`src/rtl/hazard_ctl.sv`:
```
// Pipeline hazard controller: tracks EX/MEM destinations for forwarding, detects
// load-use and mult/div (HI/LO) hazards, and produces the ID-stage stall.
module hazard_ctl #(
    parameter int MD_W = 6
) (
    input  logic            clk,
    input  logic            rst,
    input  logic [4:0]      id_rns,
    input  logic [4:0]      id_rnt,
    input  logic            id_uses_rs,
    input  logic            id_uses_rt,
    input  logic [4:0]      id_wr_rn,
    input  logic            id_we,
    input  logic            id_is_load,
    input  logic            id_is_md,
    input  logic            id_rd_hilo,
    input  logic [MD_W-1:0] md_len,
    input  logic            flush,
    output logic [4:0]      fw_alu_rn,
    output logic            alu_we,
    output logic [4:0]      fw_mem_rn,
    output logic            mem_We,
    output logic            stall,
    output logic            md_busy,
    output logic [15:0]     stall_cnt
);

    localparam logic [MD_W-1:0] MD_ZERO = '0;
    localparam logic [MD_W-1:0] MD_ONE  = {{(MD_W-1){1'b0}}, 1'b1};

    logic [4:0]      ex_rn;
    logic            ex_we;
    logic            ex_load;
    logic [4:0]      mem_rn;
    logic            mem_we_r;
    logic [MD_W-1:0] md_cnt;
    logic            lu_haz;
    logic            md_haz;
    logic            advance;

    // r0 is hardwired zero, so a load targeting it can never create a hazard.
    always_comb begin
        lu_haz = ex_load && ex_we && (ex_rn != 5'd0) &&
                 ((id_uses_rs && (id_rns == ex_rn)) ||
                  (id_uses_rt && (id_rnt == ex_rn)));
        md_haz  = (md_cnt != MD_ZERO) && (id_rd_hilo || id_is_md);
        stall   = (lu_haz || md_haz) && !flush;
        advance = !stall && !flush;
    end

    // A stalled or flushed ID instruction enters EX as a bubble; ex_rn is kept.
    always_ff @(posedge clk or negedge rst) begin
        if (!rst) begin
            ex_rn   <= 5'd0;
            ex_we   <= 1'b0;
            ex_load <= 1'b0;
        end else if (advance) begin
            ex_rn   <= id_wr_rn;
            ex_we   <= id_we;
            ex_load <= id_is_load;
        end else begin
            ex_we   <= 1'b0;
            ex_load <= 1'b0;
        end
    end

    always_ff @(posedge clk or negedge rst) begin
        if (!rst) begin
            mem_rn   <= 5'd0;
            mem_we_r <= 1'b0;
        end else begin
            mem_rn   <= ex_rn;
            mem_we_r <= ex_we;
        end
    end

    // A flush only blocks a new load; an already-running mult/div keeps counting.
    always_ff @(posedge clk or negedge rst) begin
        if (!rst) begin
            md_cnt <= MD_ZERO;
        end else if (id_is_md && advance) begin
            md_cnt <= md_len;
        end else if (md_cnt != MD_ZERO) begin
            md_cnt <= md_cnt - MD_ONE;
        end
    end

    always_ff @(posedge clk or negedge rst) begin
        if (!rst) begin
            stall_cnt <= 16'd0;
        end else if (stall && (stall_cnt != 16'hFFFF)) begin
            stall_cnt <= stall_cnt + 16'd1;
        end
    end

    assign fw_alu_rn = ex_rn;
    assign alu_we    = ex_we && !ex_load;
    assign fw_mem_rn = mem_rn;
    assign mem_We    = mem_we_r;
    assign md_busy   = (md_cnt != MD_ZERO);

endmodule

```
`config.mk`:
```
export PLATFORM = sky130hd
export DESIGN_NAME = hazard_ctl
export DESIGN_NICKNAME = d
export VERILOG_FILES = /design/src/rtl/hazard_ctl.sv
export SDC_FILE = /design/constraint.sdc
export NUM_CORES = 1
export LEC_CHECK = 0
export ABC_AREA = 1
export CAP_MARGIN = 40
export CORE_MARGIN = 2
export CORE_UTILIZATION = 47
export DETAILED_ROUTE_END_ITERATION = 8
export PLACE_DENSITY = 0.79
export SLEW_MARGIN = 20
export SYNTH_ARGS = -nofsm -noshare
export SYNTH_HDL_FRONTEND = slang
export SYNTH_SLANG_ARGS = --single-unit
```
`constraint.sdc`:
```
create_clock -name clk -period 2.2 [get_ports clk]
set_input_delay 0.22 -clock clk [delete_from_list [all_inputs] [get_ports clk]]
set_output_delay 0.22 -clock clk [all_outputs]
set_load 0.02 [all_outputs]
```
==> results_dict.tcl <==
set metrics [dict create \
    dieArea_sq_um 4800 \
    fin_worst_skew_ns 0.00415 \
    grt_use_total_pct 21.3 \
    rsz0062_at_grt "false" \
    syn_area_per_cell_sq_um 7.70 \
    drc_errors 0 \
    timing.fmax_mhz 492 \
    gp_congestion 0.899 \
    final_max_slew_viol_count 0 \
    cp_cell_sequence "inv_1, ha_1, nand4_4, buf_4, clkdlybuf4s50_1" \
    final-setup-viol-count 0 \
    n_fill_cell 354 \
    cp_slowest_cell "clkdlybuf4s50_1" \
    seq_area_sq_um 876 \
    synth_largest_area_cell "dfrtp_1" \
    dieHeight_um 69.3 \
    layout.cells.non_filler 374 \
    required_ns 1.98 \
    synth.area.top_cells "dfrtp_1, nand2_1, inv_1" \
    clock_sinks 35 \
    worstSetupStartpoint "md_cnt[0]" \
    peakVddDrop_mv 0.554 \
    synth_fp_nets 293 \
    cp-end-kind "output pin" \
    synth.top_cell.area_share_pct 43.8 \
    antennaDiodeCount 0 \
    critical_path_class "flop to output pin" \
    p_leak_nw 1.30 \
    die_w_um 69.3 \
    startpoint_type "flop" \
    postCtsSetupBuffers 0 \
    ioPinCount 60 \
    synth_cell_types 25 \
    crit_end "md_busy" \
    r2r_slack_ns 0.27 \
    place_hpwl_um 3400 \
    slowest_delay_ns 0.53 \
    grt_max_degree 36 \
    drt-initial-drc-count 99 \
    timing.critical_path.buf_inv 3 \
    grt_pass1_vias 1858 \
    start_util_pct 49.3 \
    ant_nets 0 \
    core_area_sq_um 4060 \
    powerDensity_nw_per_um2 819 \
    slew_headroom_pct 53.1 \
    r2r_end "ex_load" \
    clock_latency_ns 0.29 \
    vias_per_cell 4.90 \
    clk_path_buf_depth 2 \
    reg2regPathDepth 11 \
    crit_arrival_ns 1.81 \
    drtPass1Iterations 4 \
    num_vias 1834 \
    yosys_warnings 0 \
    cts_root_buf "clkbuf_8" \
    area_growth_syn_to_layout_pct 35.6 \
    crit_fanout 6 \
    cts.clk_slew.worst_paths_ns 0.07 \
    synthCells 260 \
    rows 23 \
    seq_area_frac_synth_pct 43.8 \
    wl_per_cell_um 12.3 \
    antenna_found_initial 0 \
    hold_violations 0 \
    tightest_slew_ns 0.701 \
    fin_crit_sh_pct 92.5 \
    synth_area_sq_um 2000 \
    htreeDepth 2 \
    layout-drive-gt1-share_pct 7.72 \
    tritoncts "done" \
    nets 358 \
    cpLargestDelayFamily "buffers and inverters" \
    cts_buffers 5 \
    grt_pass1_wl_um 8320 \
    drt_wl_total_um 4590 \
    ys_ff_latch 35 \
    dp_cells 368 \
    tns_ns 0 \
    crit_cells 5 \
    port_buffers 59 \
    status "complete, no violations" \
    grt-ovfl-total 0 \
    min-delay-path-class "input pin to async pin" \
    final.min_clock_period_ns 2.03 \
    multi_input_area_sq_um 958 \
    drv_cap 0 \
    rr_startpoint "fw_alu_rn[2]" \
]
cells in the final DEF (no fill, tap or decap), types with 3 or more instances in the layout:
cell type,instances
ha_1,3
xnor2_1,10
clkbuf_8,5
nand2_2,3
nand4_1,3
inv_2,3
o21ai_0,12
nand3_1,11
a21oi_1,4
inv_1,33
o21ai_2,3
clkdlybuf4s50_1,58
nand2_1,86
nor2_1,28
dfrtp_1,35
xor2_1,8
nor3_1,4
registers in the layout, summed over array words and instances, names as in the netlist:
| name | flops |
|---|---|
| stall_cnt | 16 |
| md_cnt | 6 |
| fw_alu_rn | 5 |
| fw_mem_rn | 5 |
| ex_load | 1 |
| ex_we | 1 |
| mem_We | 1 |
per-stage QoR:
stage	utilization (%)	setup WS [ns]	instance area [sq um]	total power (W)	hold slack, ns
after global placement	65.1	0.0663	2640	0.00178	0.394
after detailed placement	65.1	0.0296	2640	0.00180	0.411
after CTS	66.8	0.110	2710	0.00225	0.393
final	66.9	0.166	2720	0.00222	0.368
after global routing	66.9	0.000224	2720	0.00239	0.413
after floorplan	-	0.503	2000	0.00147	-0.0756
cell families after synthesis:
group | Yosys count | synth area share, %
buffers and inverters | 40 | 8.56
adders and majority gates | 3 | 1.88
DFF | 35 | 43.8
AOI/OAI and AO/OA | 20 | 5.56
xor gates and xnor gates | 18 | 7.87
and+or+nand+nor | 144 | 32.4
layer usage:
layer / GRT usage, % / vias to the layer above / part of all wire [%]
met5: 0 / - / 0
met4: 7.41 / 0 / 1.3
met3: 5.81 / 7 / 6.0
met2: 37.7 / 60 / 49
met1: 24.5 / 836 / 43
li1: - / 931 / -
power by group:
| part | internal [W] | switching [W] | total, W |
|---|---|---|---|
| combinational | 0.000404 | 0.000439 | 0.000843 |
| clock | 0.000211 | 0.000223 | 0.000434 |
| sequential | 0.000787 | 0.000161 | 0.000948 |
synthesized netlist by cell type:
master	number
nand4_2	2
nand4_1	3
o21ai_2	3
nand3_4	1
nor2_1	28
buf_4	2
nand4_4	1
nand2_2	3
inv_2	3
xnor2_1	10
nand2_1	86
nand3_2	1
a21oi_1	5
nand3_1	11
o21ai_0	12
nor4_1	2
inv_4	1
dfrtp_1	35
nor2_4	1
buf_8	1
xor2_1	8
inv_1	33
ha_1	3
nor3_1	4
nor3_2	1
how the worst min path moves through the flow:
stage,from,to,slack [ns],depth (start not counted)
after detailed placement,ex_we,mem_We,0.41,0
after global placement,ex_we,mem_We,0.39,0
after CTS,rst,fw_alu_rn[4],0.39,2
after floorplan,rst,ex_load,-0.08,0
after global routing,rst,stall_cnt[14],0.41,2
final,rst,fw_mem_rn[2],0.37,2
final cells by class:
type	count	area share [%]
clock buffer	6	2.67
inverter	37	5.21
multi-input combinational	185	35.3
sequential	35	32.3
tap	50	2.30
timing repair buffer	61	22.3
what timing repair did:
| item | 4_1_cts | 5_1_grt |
|---|---|---|
| hold buffers | 0 | 0 |
| resized for setup | 1 | 1 |
| setup endpoints to repair | 1 | 1 |
(Power assumes the default switching activity.)
